[src/rtl/block_ram_loader.sv]
// block_ram_loader
// Write-port controller for the 16-entry 32x32 tetromino sprite RAM.
// It copies whole sprite images from an external pattern ROM into the RAM
// and shares the single RAM write port with a processor write requester.
//
// Ports:
//   clk, reset_n        clock, asynchronous active-low reset
//   start               one-cycle pulse: begin a bulk load
//   sid_first/sid_last  inclusive sprite id range, sampled on accepted start
//   rom_addr / rom_data pattern ROM read address / data (data 1 cycle later)
//   cpu_wr/addr/data    processor write request, held until cpu_ack
//   cpu_ack             one-cycle acknowledge of a processor write
//   vblank              vertical blanking (only used with the gate option)
//   we/addr_w/pixel_in  registered sprite RAM write port
//   busy, done          load in progress / one-cycle completion pulse
//
// Option: define BLOCK_LOADER_VBLANK_GATE_EN to restrict ROM reads and CPU
// writes to vertical blanking. Default build ignores vblank.
module block_ram_loader #(
  parameter int CD       = 12,
  parameter int ADDR     = 14,
  parameter int SPR_BITS = 10
) (
  input  logic            clk,
  input  logic            reset_n,
  input  logic            start,
  input  logic [3:0]      sid_first,
  input  logic [3:0]      sid_last,
  output logic [ADDR-1:0] rom_addr,
  input  logic [CD-1:0]   rom_data,
  input  logic            cpu_wr,
  input  logic [ADDR-1:0] cpu_addr,
  input  logic [CD-1:0]   cpu_data,
  output logic            cpu_ack,
  input  logic            vblank,
  output logic            we,
  output logic [ADDR-1:0] addr_w,
  output logic [CD-1:0]   pixel_in,
  output logic            busy,
  output logic            done
);

  typedef enum logic [1:0] {IDLE, LOAD, DRAIN, FIN} state_e;

  state_e          state_q, state_d;
  // One extra bit so the count past {15,3FF} does not alias to address 0.
  logic [ADDR:0]   cnt_q, cnt_d;
  logic [ADDR:0]   last_q, last_d;
  logic            rd_vld_q, rd_vld_d;
  logic [ADDR-1:0] rd_addr_q, rd_addr_d;
  logic            we_q, we_d;
  logic [ADDR-1:0] addr_w_q, addr_w_d;
  logic [CD-1:0]   pixel_q, pixel_d;
  logic            ack_q, ack_d;
  logic            gate_ok;
  logic            cpu_acc;

`ifdef BLOCK_LOADER_VBLANK_GATE_EN
  assign gate_ok = vblank;
`else
  logic unused_vblank;
  assign unused_vblank = vblank;
  assign gate_ok       = 1'b1;
`endif

  // ack_q blocks a re-accept in the acknowledge cycle, where the requester
  // is still holding cpu_wr for the write just taken.
  assign cpu_acc = (state_q == IDLE) && !start && cpu_wr && !ack_q && gate_ok;

  always_comb begin
    state_d   = state_q;
    cnt_d     = cnt_q;
    last_d    = last_q;
    rd_vld_d  = 1'b0;
    rd_addr_d = rd_addr_q;
    we_d      = 1'b0;
    addr_w_d  = addr_w_q;
    pixel_d   = pixel_q;
    ack_d     = 1'b0;
    case (state_q)
      IDLE: begin
        if (start) begin
          cnt_d   = {1'b0, sid_first, {SPR_BITS{1'b0}}};
          last_d  = {1'b0, sid_last, {SPR_BITS{1'b1}}};
          state_d = (sid_first > sid_last) ? FIN : LOAD;
        end
      end
      LOAD: begin
        if (gate_ok) begin
          cnt_d     = cnt_q + 1'b1;
          rd_vld_d  = 1'b1;
          rd_addr_d = cnt_q[ADDR-1:0];
          if (cnt_q == last_q) state_d = DRAIN;
        end
      end
      DRAIN: begin
        // Last read is in the write stage once rd_vld_q has cleared.
        if (!rd_vld_q) state_d = FIN;
      end
      FIN:     state_d = IDLE;
      default: state_d = IDLE;
    endcase
    // Write stage: ROM data takes the port whenever a read is in flight;
    // CPU writes only get in while IDLE, when no read can be pending.
    if (rd_vld_q) begin
      we_d     = 1'b1;
      addr_w_d = rd_addr_q;
      pixel_d  = rom_data;
    end else if (cpu_acc) begin
      we_d     = 1'b1;
      addr_w_d = cpu_addr;
      pixel_d  = cpu_data;
      ack_d    = 1'b1;
    end
  end

  always_ff @(posedge clk or negedge reset_n) begin
    if (!reset_n) begin
      state_q   <= IDLE;
      cnt_q     <= '0;
      last_q    <= '0;
      rd_vld_q  <= 1'b0;
      rd_addr_q <= '0;
      we_q      <= 1'b0;
      addr_w_q  <= '0;
      pixel_q   <= '0;
      ack_q     <= 1'b0;
    end else begin
      state_q   <= state_d;
      cnt_q     <= cnt_d;
      last_q    <= last_d;
      rd_vld_q  <= rd_vld_d;
      rd_addr_q <= rd_addr_d;
      we_q      <= we_d;
      addr_w_q  <= addr_w_d;
      pixel_q   <= pixel_d;
      ack_q     <= ack_d;
    end
  end

  assign rom_addr = cnt_q[ADDR-1:0];
  assign we       = we_q;
  assign addr_w   = addr_w_q;
  assign pixel_in = pixel_q;
  assign cpu_ack  = ack_q;
  assign busy     = (state_q == LOAD) || (state_q == DRAIN);
  assign done     = (state_q == FIN);

endmodule

[config.mk]
export PLATFORM = sky130hd
export DESIGN_NAME = block_ram_loader
export DESIGN_NICKNAME = d
export VERILOG_FILES = /design/src/rtl/block_ram_loader.sv
export SDC_FILE = /design/constraint.sdc
export NUM_CORES = 1
export LEC_CHECK = 0
export CAP_MARGIN = 25
export CORE_AREA = 2 2 88 90
export CTS_BUF_LIST = sky130_fd_sc_hd__clkbuf_4 sky130_fd_sc_hd__clkbuf_8
export CTS_CLUSTER_SIZE = 24
export DETAILED_ROUTE_END_ITERATION = 12
export DIE_AREA = 0 0 90 92
export PLACE_DENSITY = 0.77
export RECOVER_POWER = 100
export REMOVE_ABC_BUFFERS = 1
export SLEW_MARGIN = 25
export SYNTH_ARGS = -nofsm -noshare
export SYNTH_HDL_FRONTEND = slang
export SYNTH_SLANG_ARGS = --single-unit
[constraint.sdc]
create_clock -name clk -period 2.22 [get_ports clk]
set_input_delay 0.222 -clock clk [delete_from_list [all_inputs] [get_ports clk]]
set_output_delay 0.222 -clock clk [all_outputs]
set_load 0.01 [all_outputs]
==> results of run 1 <==
cells by family (layout without fill, tap and decap cells):
logic type,after synthesis,after routing,share of synthesized area
simple gates,85,85,0.119
flops,65,65,0.503
compound gates,56,56,0.101
mux,43,43,0.138
buf+inv,39,126,0.0653
xor+xnor,13,13,0.0352
fa+ha+maj,10,10,0.0387
cell type report:
| type | instances | area (um^2) |
|---|---|---|
| fill | 639 | 3080 |
| sequential | 65 | 1630 |
| multi-input combinational | 207 | 1400 |
| timing repair buffer | 104 | 1010 |
| clock buffer | 11 | 151 |
| tap | 102 | 128 |
| inverter | 10 | 37.5 |
| clock inverter | 1 | 5.00 |
state kept, by name, indices dropped and copies added (netlist names):
signal     cells
last_q         5
rd_vld_q       1
addr_w        14
rd_addr_q     14
pixel_in      12
cnt_q         15
state_q        2
we             1
cpu_ack        1
worst min-delay path: cells and delay by family:
family,cells,cell delay (ns)
buf+inv,1,0.39
compound gates,1,0.07
simple gates,1,0.06
stage by stage:
| stage | instance area [um^2] | setup slack (ns) | power (mW) | hold slack [ns] | setup TNS (ns) |
|---|---|---|---|---|---|
| after global routing | 4360 | 0.0265 | 5.36 | 0.473 | 0 |
| after CTS | 4380 | 0.224 | 5.22 | 0.297 | 0 |
| after detailed placement | 4210 | 0.205 | 4.37 | 0.132 | 0 |
| after global placement | 4210 | 0.253 | 4.27 | 0.136 | 0 |
| after floorplan | 3060 | -2.04 | 3.20 | -0.0736 | -56.91 |
| final | 4360 | 0.181 | 4.98 | 0.448 | 0 |
routing by layer:
metal,routed length [um],part of all wire,GRT usage
met1,3270,0.46,0.227
met3,359,0.050,0.0419
met4,148,0.021,0.0910
met5,0,0,0
met2,3360,0.47,0.296
placed cells by master (no fill, tap or decap), types with 2 or more instances in the layout:
| cell type | count |
|---|---|
| sky130_fd_sc_hd__a21oi_1 | 5 |
| sky130_fd_sc_hd__a31o_1 | 2 |
| sky130_fd_sc_hd__a31oi_1 | 3 |
| sky130_fd_sc_hd__and3_1 | 5 |
| sky130_fd_sc_hd__buf_4 | 5 |
| sky130_fd_sc_hd__clkbuf_1 | 2 |
| sky130_fd_sc_hd__clkbuf_2 | 3 |
| sky130_fd_sc_hd__clkbuf_8 | 11 |
| sky130_fd_sc_hd__clkdlybuf4s50_1 | 48 |
| sky130_fd_sc_hd__dfrtp_1 | 64 |
| sky130_fd_sc_hd__dlygate4sd3_1 | 45 |
| sky130_fd_sc_hd__ha_1 | 10 |
| sky130_fd_sc_hd__inv_1 | 10 |
| sky130_fd_sc_hd__mux2_2 | 14 |
| sky130_fd_sc_hd__mux2i_1 | 29 |
| sky130_fd_sc_hd__nand2_1 | 42 |
| sky130_fd_sc_hd__nand2b_1 | 2 |
| sky130_fd_sc_hd__nand3_1 | 4 |
| sky130_fd_sc_hd__nand4_1 | 6 |
| sky130_fd_sc_hd__nor2_1 | 15 |
| sky130_fd_sc_hd__nor2b_1 | 2 |
| sky130_fd_sc_hd__nor3_1 | 3 |
| sky130_fd_sc_hd__o21ai_0 | 32 |
| sky130_fd_sc_hd__o21ai_1 | 3 |
| sky130_fd_sc_hd__o22ai_1 | 3 |
| sky130_fd_sc_hd__or4_1 | 2 |
| sky130_fd_sc_hd__xnor2_1 | 5 |
| sky130_fd_sc_hd__xor2_1 | 8 |
worst paths after layout:
path	slack, ns	end	from
worst max-delay path	0.18	rd_addr_q[4]$_DFFE_PN0P_	state_q[1]$_DFFE_PN0P_
worst min-delay path	0.45	pixel_in[5]$_DFFE_PN0P_	rom_data[5]
worst max register to register	0.18	rd_addr_q[4]$_DFFE_PN0P_	state_q[1]$_DFFE_PN0P_
worst min register to register	0.48	addr_w[9]$_DFFE_PN0P_	rd_addr_q[9]$_DFFE_PN0P_
max in group asynchronous	0.50	rd_vld_q$_DFF_PN0_	reset_n
min in group asynchronous	0.47	pixel_in[6]$_DFFE_PN0P_	reset_n
where the power goes:
group	total, mW	internal [mW]	switching (mW)
Clock	0.840	0.439	0.401
Combinational	2.22	1.14	1.08
Sequential	1.92	1.62	0.303
==> results.md, run 1 <==
Outcome:
- The flow ran to the end, and the final reports show no timing, DRC or antenna violations.

Drt:
- For this run, design rule violations remaining after detail routing come to 0.
- The routed design has 7140 um of wire.
- The first TritonRoute pass finished after 4 iterations.
- In this run the remaining antenna-violating nets after routing total 0.
- After detailed routing, the average wire length per cell comes to 14.3 um.
- The post-detailed-route via-to-cell ratio is 5.07.
- In this run, the number of DRC markers left after iteration 0 of detailed routing was 121.
- The detailed router placed 2536 vias in this run.

Setup path:
- The critical path depth is 5.
- The number of cells on the worst reg-to-reg path is 5.
- The category of the worst setup path launch point is a register.
- Data arrives at the worst endpoint at 2.26 ns.
- The maximum single-stage delay on the critical path is 0.45 ns.
- For this design, the slowest cell found on the critical path is sky130_fd_sc_hd__ha_1.
- STA classifies the critical path endpoint as a register.
- The cell family with the largest share of critical-path delay is buffers and inverters.
- The largest driver fanout on the critical path is 11.
- The required time of the worst setup path is 2.44 ns.
- The critical path contains buffers and inverters numbering 3 combined.
- The class of the most critical setup path is register to register.
- The signal on the critical path passes through inv_1 -> ha_1 -> clkbuf_1 -> buf_4 -> mux2_2.

Finish:
- The repair_antennas step left the layout with diodes totalling 0.
- The layout cell share with drive strength beyond 1 is 0.0930.
- The share of the core filled with cells is 0.586.
- The final layout net count is 458.
- Relative to the synthesized area, the layout overhead comes to 34.8%.
- The finished layout holds 500 standard cells, fillers aside.

Die:
- From left edge to right edge, the die measures 90 um.
- The effective utilization at floorplan is 0.435.
- The floorplan die height is 92 um.
- The die covers 0.00828 mm^2.
- In this run the standard cell core region covers 0.00745 mm^2.
- The floorplan has 32 rows.
- The top-level I/O count is 95.

CTS:
- The clock tree from TritonCTS is yes.
- For this design, the sink count on the clock tree is 65.
- Clock-pin slew was measured on the worst setup and hold paths at 0.06 ns.
- Gates resized during post-CTS repair numbered 0.
- The number of post-CTS setup repair buffers is 0.
- The root cell of the clock tree is sky130_fd_sc_hd__clkbuf_8.
- In this run the deepest clock path goes through 2 buffers.
- The number of hold buffers added after CTS was 1.
- The number of clock buffers added by TritonCTS is 9.
- In this run the number of H-tree levels came out at 3.
- The later pin in the worst-skew pair is clocked with a latency of 0.34 ns.

Timing:
- Derived from the worst setup path, the maximum achievable clock frequency is 0.490 GHz.
- The number of failing hold endpoints at the final stage is 0.
- The final-report max-slew violation count is 0.
- The worst path needs 2.04 ns of the cycle, external delays included.
- Setup repair after global routing left no endpoint under its margin.
- The final critical-path share of the clock period is 0.919.
- Across the routed clock network, the largest skew measured is 0.00685 ns.
- Setup violations remaining at the end of the flow were counted as 0.
- Headroom to the max-slew limit came out at 0.487.
- For the pin with the worst max-slew slack, the measured transition is 0.770 ns.

Placement:
- After detailed placement, the design holds a cell count of 487.
- At the end of routability-driven placement, the weighted congestion stood at 0.818.
- Detailed placement finished with a half-perimeter wire length of 5230 um.
- The count of buffers from port buffering is 93.

Yosys:
- The cell with the most instances after synthesis is sky130_fd_sc_hd__dfrtp_1.
- In the synthesized netlist the async set-or-reset flop fraction comes to 1.00.
- The total of warnings raised by yosys is 0.
- By area the synthesized netlist is led by sky130_fd_sc_hd__dfrtp_1, sky130_fd_sc_hd__mux2i_1, sky130_fd_sc_hd__mux2_2, sky130_fd_sc_hd__nand2_1, sky130_fd_sc_hd__ha_1.
- For this run, the leading register cell type out of synthesis is sky130_fd_sc_hd__dfrtp_1.
- Synthesis produced a netlist whose cell count is 311.
- After synthesis the cells add up to 0.00324 mm^2.
- In this run, synthesis inferred 0 flip-flops with an integrated enable.
- The synthesized design spends more area on one cell type than any other, namely sky130_fd_sc_hd__dfrtp_1.
- The mean instance size in the synthesized netlist is 10.4 um^2.
- The register area share after synthesis is 0.503.
- By count the netlist is led by sky130_fd_sc_hd__dfrtp_1, sky130_fd_sc_hd__nand2_1, sky130_fd_sc_hd__mux2i_1.
- In this run, synthesis produced a sequential element count of 65.
- The number of different library cells used by synthesis comes to 37.
- Of the post-synthesis cell area, the dominant cell type holds 0.503.

Power and ir drop:
- The worst-case vdd ir drop is 0.676 mV.
- For this design the static power due to leakage is 1.94 nW.
- Dividing total power by cell area gives a power density of 1140 mW/mm^2.

Global route:
- The initial antenna violation count is 0.
- The all-layer global routing usage is 0.181.
- Summed over all layers, the global routing overflow is 0.
- The first global-routing pass estimated 12000 um of wire.
- The number of global-route vias before repair was 2539.
- The pin count of the biggest net entering global routing is 55.

Flow run:
- Max-cap violations in this run came to 0.

Worst hold path:
- The count of cells along the worst hold path is 3.
- The path class of the tightest hold or removal check is input pin to register.
Power figures use the tool's default switching activity.
==> run 2, diff against run 1 <==
--- a/config.mk
+++ b/config.mk
@@ -6,11 +6,11 @@
 export NUM_CORES = 1
 export LEC_CHECK = 0
 export CAP_MARGIN = 25
-export CORE_AREA = 2 2 88 90
+export CORE_AREA = 5 5 91 93
 export CTS_BUF_LIST = sky130_fd_sc_hd__clkbuf_4 sky130_fd_sc_hd__clkbuf_8
 export CTS_CLUSTER_SIZE = 24
 export DETAILED_ROUTE_END_ITERATION = 12
-export DIE_AREA = 0 0 90 92
+export DIE_AREA = 0 0 96 98
 export PLACE_DENSITY = 0.77
 export RECOVER_POWER = 100
 export REMOVE_ABC_BUFFERS = 1
==> run 2 against run 1 <==
Effect of this change:
- clock-buffer cell count did not move
- die area is 14% higher
- routed wire length is 0.70% higher
- clock skew decreased by 0.0031 ns
- combinational power decreased by 3%
- setup slack gained 0.041 ns
- worst hold slack barely moved
- critical path type unchanged
==> results.md, run 2 (synthesis results as in run 1) <==
Outcome:
- The flow ran to the end, and the final reports show no timing, DRC or antenna violations.

Die:
- The floorplan row count is 32 (unchanged).
- The overall die area is 0.00941 mm^2 (+14%).
- The area of the core region was 0.00745 mm^2 (unchanged).
- The top-level I/O count was 95 (unchanged).
- The die width is 96 um (+6.7%).
- The effective utilization at floorplan was 0.435 (unchanged).
- The floorplan die height is 98 um (+6.5%).

Global route:
- The initial antenna violation count was 0 (unchanged).
- The global-route wire length before repair is 11800 um (-1.4%).
- The pin count of the biggest net entering global routing was 66 (+20%).
- The all-layer global routing usage is 0.159 (-0.0227).
- The number of global-route vias before repair is 2549 (+0.39%).
- The overflow left after global routing is 0 (unchanged).

Setup path:
- The largest individual stage delay along the critical path comes from the cell sky130_fd_sc_hd__o21ai_1.
- The maximum single-stage delay on the critical path came to 0.61 ns (+0.16 ns).
- Traced cell by cell, the critical path runs through inv_1 -> ha_1 -> inv_1 -> o21ai_1 -> o21ai_0 -> a22o_1.
- The dominant cell type by count on the critical path is sky130_fd_sc_hd__inv_1.
- The required time of the worst setup path is 2.44 ns (about the same).
- The data arrival time of the worst path was 2.22 ns (-0.04 ns).
- STA classifies the critical path endpoint as a register.
- By startpoint and endpoint, the worst setup path is classified as register to register.
- STA classifies the critical path startpoint as a register.
- The largest driver fanout on the critical path is 11 (unchanged).

Power and ir drop:
- The static power due to leakage is 1.93 nW (-0.19%).
- The total chip power is 4.95 mW (-0.67%).
- The areal power density over the cells is 1130 mW/mm^2 (-0.73%).
- The worst-case vdd ir drop is 0.768 mV (+14%).

Drt:
- The DRC violation count after routing was 0 (unchanged).
- The detailed-router iteration count before antenna repair came to 4 (unchanged).
- The count of antenna-violating nets left after detailed routing is 0 (unchanged).
- The total vias in the final route came to 2534 (-0.079%).
- The count of routing violations after the opening detailed-route iteration was 76 (-37%).
- The routed wire length is 7190 um (+0.70%).
- The wire length per cell after detailed routing was 14.4 um (+0.70%).
- The post-detailed-route via-to-cell ratio is 5.07 (about the same).

Finish:
- The layout cell share with drive strength beyond 1 was 0.0905 (-0.00251).
- In the layout the commonest cells are sky130_fd_sc_hd__dfrtp_1, sky130_fd_sc_hd__clkdlybuf4s50_1, sky130_fd_sc_hd__dlygate4sd3_1.
- The synthesis-to-layout area growth was 34.9% (about the same).
- The register cell area after layout is 0.00163 mm^2 (unchanged).
- The library cell used most frequently in the layout, excluding fill and tap cells, is sky130_fd_sc_hd__dfrtp_1.
- The area occupied by multi-input gates came to 0.00140 mm^2 (unchanged).
- The share of the core filled with cells is 0.586 (about the same).
- The final layout net count is 455 (-0.66%).
- The flip-flop count of the largest register, all copies and words added is 15 (unchanged).
- The antenna diode count is 0 (unchanged).
- The design area is 0.00437 mm^2 (about the same).
- The final cell count without fillers is 500 (unchanged).
- The filler cell count is 660 (+3.3%).
- The register containing the most flip-flops in the final layout is cnt_q.

CTS:
- The total number of H-tree levels is 3 (unchanged).
- The root cell of the clock tree is sky130_fd_sc_hd__clkbuf_8.
- The maximum buffer depth of the clock tree is 2 (unchanged).
- The number of post-CTS setup repair buffers came to 0 (unchanged).
- The clock tree from TritonCTS is yes.
- The number of buffers created by CTS is 9 (unchanged).
- The clock transition at the register clock pins on the worst setup and hold paths after CTS is 0.07 ns (about the same).
- The clock network latency to the later pin of the worst-skew pair is 0.33 ns (about the same).
- The number of clock sinks is 65 (unchanged).

Placement:
- The number of instances in the placed design was 484 (-0.62%).
- The count of buffers from port buffering is 93 (unchanged).
- The final HPWL from detailed placement is 5210 um (-0.39%).
- The placer congestion estimate was 0.835 (+2.1%).
- The pre-CTS setup slack came to 0.206 ns (+0.000822 ns).
- The instance area after placement was 0.00420 mm^2 (-0.24%).

Timing:
- The setup TNS after final layout is 0 ns (unchanged).
- The time the worst path needs with I/O delays and setup is 2.00 ns (-0.0414 ns).
- The final-layout worst hold slack came to 0.448 ns (-0.0000110 ns).
- The final-report max-slew violation count is 0 (unchanged).
- The number of failing hold endpoints at the final stage is 0 (unchanged).
- The total setup violations reported at the end of the flow is 0 (unchanged).
- The normalized max-slew margin came to 0.496 (+0.00942).
- The actual slew at the worst max-slew pin is 0.751 ns (-0.0192 ns).
- The post-layout worst setup margin is 0.222 ns (+0.0414 ns).
- The final critical-path share of the clock period is 0.900 (-0.0187).
- Setup repair after global routing left no endpoint under its margin.
- The highest attainable clock frequency is 0.501 GHz (+2.1%).
- The final clock skew is 0.00377 ns (-0.00308 ns).

Flow run:
- The number of max-cap violations is 0 (unchanged).

Worst hold path:
- The worst hold-check path type is input pin to register.
-- run 2: cell types whose count changed in the layout (fill, tap and decap cells not counted), sizes merged --
| cell | before | now |
|---|---|---|
| clkinv | 1 | 4 |
| buf | 6 | 5 |
| clkbuf | 16 | 14 |
-- run 2: per-layer routing --
metal  up-vias  share of wire  global-route usage
met5         -              0                   0
met4         0          0.019              0.0678
met3        14          0.071              0.0370
met2        89           0.47               0.261
met1      1201           0.44               0.197
li1       1230              -                   -
-- run 2: cell type report --
type / count / share of cell area
sequential: 65 / 0.373
clock inverter: 4 / 0.00458
clock buffer: 11 / 0.0332
timing repair buffer: 101 / 0.230
multi-input combinational: 207 / 0.321
inverter: 10 / 0.00860
tap: 102 / 0.0292
-- run 2: critical path, delay by kind of cell (launching register included) --
kind	cells	cell delay, ns
AOI/OAI and AO/OA	3	1.08
adders and majority gates	1	0.18
buffers and inverters	2	0.22
DFF	1	0.40
-- run 2: repair_timing --
item	CTS	global route
gates resized for setup	0	0
setup endpoints to repair	0	0
hold endpoints to repair	65	0
hold buffers	1	0
-- run 2: path summary, 6_finish.rpt --
| check | cells past startpoint | end | from | slack (ns) |
|---|---|---|---|---|
| worst max-delay path | 6 | cnt_q[10]$_DFFE_PN0P_ | state_q[1]$_DFFE_PN0P_ | 0.22 |
| worst min-delay path | 3 | pixel_in[6]$_DFFE_PN0P_ | rom_data[6] | 0.45 |
| worst max register to register | 6 | cnt_q[10]$_DFFE_PN0P_ | state_q[1]$_DFFE_PN0P_ | 0.22 |
| worst min register to register | 2 | addr_w[4]$_DFFE_PN0P_ | rd_addr_q[4]$_DFFE_PN0P_ | 0.48 |
| max in group asynchronous | 3 | rd_vld_q$_DFF_PN0_ | reset_n | 1.44 |
| min in group asynchronous | 3 | pixel_in[3]$_DFFE_PN0P_ | reset_n | 0.49 |
-- run 2: power by group --
group	internal, mW	switching [mW]
combinational	1.11	1.06
sequential	1.62	0.302
clock	0.434	0.428
==> run 3, diff against run 2 <==
--- a/config.mk
+++ b/config.mk
@@ -5,12 +5,13 @@
 export SDC_FILE = /design/constraint.sdc
 export NUM_CORES = 1
 export LEC_CHECK = 0
-export CAP_MARGIN = 25
+export CAP_MARGIN = 10
 export CORE_AREA = 5 5 91 93
 export CTS_BUF_LIST = sky130_fd_sc_hd__clkbuf_4 sky130_fd_sc_hd__clkbuf_8
 export CTS_CLUSTER_SIZE = 24
 export DETAILED_ROUTE_END_ITERATION = 12
 export DIE_AREA = 0 0 96 98
+export GPL_TIMING_DRIVEN = 0
 export PLACE_DENSITY = 0.77
 export RECOVER_POWER = 100
 export REMOVE_ABC_BUFFERS = 1
==> run 3 against run 2 <==
Effect of this change:
- critical path depth rose by 2
- total power rose by 4.2%
- worst hold slack worse by 0.010 ns
- flip-flop and latch count unchanged
- routed wire length grew 1.3%
- combinational power up 3%
- first-iteration DRC count rose by 5.3%
- critical endpoint is now pixel_in[7]$_DFFE_PN0P_
- non-clock buffer count down 2
- clock power is 12% higher
- setup slack got worse by 0.060 ns
- utilization increased by 0.59 points
==> results.md, run 3 (synthesis results as in run 1) <==
CTS:
- The number of buffers created by CTS is 9 (unchanged).
- The clock tree from TritonCTS is yes.
- The clock transition at the register clock pins on the worst setup and hold paths after CTS came to 0.07 ns (about the same).
- The number of clock sinks was 65 (unchanged).
- The tree is rooted in a sky130_fd_sc_hd__clkbuf_8.
- The clock network latency to the later pin of the worst-skew pair is 0.33 ns (about the same).
- The maximum buffer depth of the clock tree is 2 (unchanged).
- The number of post-CTS setup repair buffers is 0 (unchanged).
- The total number of H-tree levels is 3 (unchanged).

Setup path:
- The required time of the worst setup path came to 2.43 ns (about the same).
- The class of the most critical setup path is register to register.
- The category of the worst setup path launch point is a register.
- Traced cell by cell, the critical path runs through inv_2 -> ha_4 -> nand2b_1 -> nor3b_2 -> buf_6 -> clkbuf_2 -> mux2i_1 -> o21ai_0.
- The endpoint of the lowest-slack register-to-register path is pixel_in[7]$_DFFE_PN0P_.
- The largest driver fanout on the critical path came to 8 (-3).
- STA classifies the critical path endpoint as a register.
- The slowest stage of the critical path is the sky130_fd_sc_hd__dfrtp_1 cell.
- The minimum setup slack among reg-to-reg paths is 0.16 ns (-0.06 ns).
- In this run the critical register-to-register path is launched from state_q[0]$_DFFE_PN0P_.
- The number of cells on the worst reg-to-reg path came to 8 (+2).
- The data arrival time of the worst path is 2.27 ns (+0.05 ns).
- The maximum single-stage delay on the critical path is 0.44 ns (-0.17 ns).

Power and ir drop:
- The areal power density over the cells is 1170 mW/mm^2 (+3.2%).
- The worst-case vdd ir drop is 0.693 mV (-9.7%).
- The static power due to leakage is 1.94 nW (+0.26%).

Timing:
- The total setup violations reported at the end of the flow was 0 (unchanged).
- Setup repair after global routing left no endpoint under its margin.
- The normalized max-slew margin was 0.0590 (-0.437).
- The highest attainable clock frequency is 0.486 GHz (-2.9%).
- The final-report max-slew violation count is 0 (unchanged).
- The actual slew at the worst max-slew pin was 1.41 ns (+0.661 ns).
- The setup TNS after final layout came to 0 ns (unchanged).
- The final critical-path share of the clock period came to 0.927 (+0.0271).
- The final clock skew is 0.00849 ns (+0.00472 ns).
- The time the worst path needs with I/O delays and setup came to 2.06 ns (+0.0601 ns).
- The number of failing hold endpoints at the final stage is 0 (unchanged).

Finish:
- Ranked by flip-flop count, first place goes to cnt_q.
- Relative to the synthesized area, the layout overhead comes to 36.3%.
- In the layout the commonest cells are sky130_fd_sc_hd__dfrtp_1, sky130_fd_sc_hd__clkdlybuf4s50_1, sky130_fd_sc_hd__dlygate4sd3_1.
- The design area is 0.00441 mm^2 (+1.0%).
- The antenna diode count came to 0 (unchanged).
- The flip-flop count of the largest register, all copies and words added is 15 (unchanged).
- The library cell used most frequently in the layout, excluding fill and tap cells, is sky130_fd_sc_hd__dfrtp_1.
- The final layout net count came to 453 (-0.44%).
- The layout cell share with drive strength beyond 1 came to 0.104 (+0.0131).

Worst hold path:
- The origin of the worst min-delay path is rom_data[0].
- The count of cells along the worst hold path was 3 (unchanged).
- For hold timing, the worst endpoint is pixel_in[0]$_DFFE_PN0P_.
- The worst hold-check path type is input pin to register.

Drt:
- The post-detailed-route via-to-cell ratio is 5.06 (-0.19%).
- The count of antenna-violating nets left after detailed routing is 0 (unchanged).
- The DRC violation count after routing is 0 (unchanged).
- The count of routing violations after the opening detailed-route iteration came to 80 (+5.3%).
- The wire length per cell after detailed routing was 14.6 um (+1.7%).
- The detailed-router iteration count before antenna repair is 4 (unchanged).
- The total routed wire length on the met1 layer is 3160 um (-0.75%).
- The total vias in the final route came to 2519 (-0.59%).
- The detailed router used layers up to and including met4.
- The routed wire length is 7280 um (+1.3%).
- The total length of routed met2 wires is 3440 um (+2.4%).
- The total met3 wirelength after detailed routing is 592 um (+16%).

Placement:
- The instance area after placement came to 0.00420 mm^2 (about the same).
- The final HPWL from detailed placement is 5340 um (+2.5%).
- The count of buffers from port buffering is 93 (unchanged).
- The placer congestion estimate is 0.844 (+1.0%).

Die:
- The die width was 96 um (unchanged).
- The overall die area is 0.00941 mm^2 (unchanged).
- The floorplan die height came to 98 um (unchanged).
- The area of the core region is 0.00745 mm^2 (unchanged).
- The floorplan row count came to 32 (unchanged).
- The effective utilization at floorplan is 0.435 (unchanged).
- The top-level I/O count is 95 (unchanged).

Outcome:
- The run finished with clean final reports.

Global route:
- The global-route wire length before repair is 12200 um (+3.2%).
- The pin count of the biggest net entering global routing is 44 (-33%).
- The all-layer global routing usage is 0.161 (+0.00262).
- The initial antenna violation count was 0 (unchanged).
- The number of global-route vias before repair is 2631 (+3.2%).
- The overflow left after global routing is 0 (unchanged).

Flow run:
- The number of max-cap violations was 0 (unchanged).
## run 3: changes by cell type in the layout (fill, tap and decap cells not counted), sizes merged
cell	change
buf	-1
bufinv	+1
clkbuf	-1
clkinv	-1
## run 3: worst max-delay path: cells and delay by family, from the launching register on
family                   cells  cell delay (ns)
multiplexers                 1             0.21
flip-flops                   1             0.44
buffers and inverters        3             0.59
adder cells (fa/ha/maj)      1             0.19
AO/OA/AOI/OAI                1             0.09
AND/OR/NAND/NOR              2             0.42
## run 3: layout make-up
cell class | instances | area, um^2
clock inverters | 4 | 45.0
inverters | 10 | 37.5
repair buffers | 99 | 993
multi-input cells | 207 | 1440
fillers | 666 | 3040
flip-flops and latches | 65 | 1630
clock buffers | 11 | 139
well taps | 102 | 128
## run 3: per-stage QoR
stage           util  std cells  hold slack [ns]  total power [mW]  worst slack, ns
2_1_floorplan      -        282          -0.0736              3.20            -2.04
3_3_place_gp   0.553        477            0.467              4.20            -3.24
3_5_place_dp   0.564        483            0.159              4.32           -0.415
4_1_cts        0.594        499            0.335              5.37          0.00659
5_1_grt        0.592        498            0.450              5.54           0.0365
6_report       0.592        498            0.438              5.15            0.162
## run 3: worst max-delay path by stage
stage / from / to / slack (ns) / cells past startpoint
floorplan: state_q[0]$_DFFE_PN0P_ / pixel_in[2]$_DFFE_PN0P_ / -2.04 / 6
global placement: start / pixel_in[5]$_DFFE_PN0P_ / -3.24 / 5
detailed placement: state_q[1]$_DFFE_PN0P_ / cnt_q[10]$_DFFE_PN0P_ / -0.41 / 6
CTS: state_q[0]$_DFFE_PN0P_ / addr_w[11]$_DFFE_PN0P_ / 0.007 / 9
global route: state_q[0]$_DFFE_PN0P_ / pixel_in[7]$_DFFE_PN0P_ / 0.04 / 8
finish: state_q[0]$_DFFE_PN0P_ / pixel_in[7]$_DFFE_PN0P_ / 0.16 / 8
## run 3: metal layers
layer	GRT usage	up-vias
li1	-	1231
met1	0.205	1192
met2	0.260	85
met3	0.0424	11
met4	0.0613	0
met5	0	-
## run 3: timing repair
action,4_1_cts,5_1_grt
gates resized for setup,6,3
hold endpoints to repair,24,0
hold buffers,1,0
endpoints found under the setup margin,17,9
pin swaps,0,1
## run 3: where the power goes
group | internal (mW) | total (mW) | switching (mW)
clock network | 0.532 | 0.967 | 0.435
registers | 1.62 | 1.95 | 0.336
logic | 1.16 | 2.23 | 1.07
total | 3.31 | 5.15 | 1.84
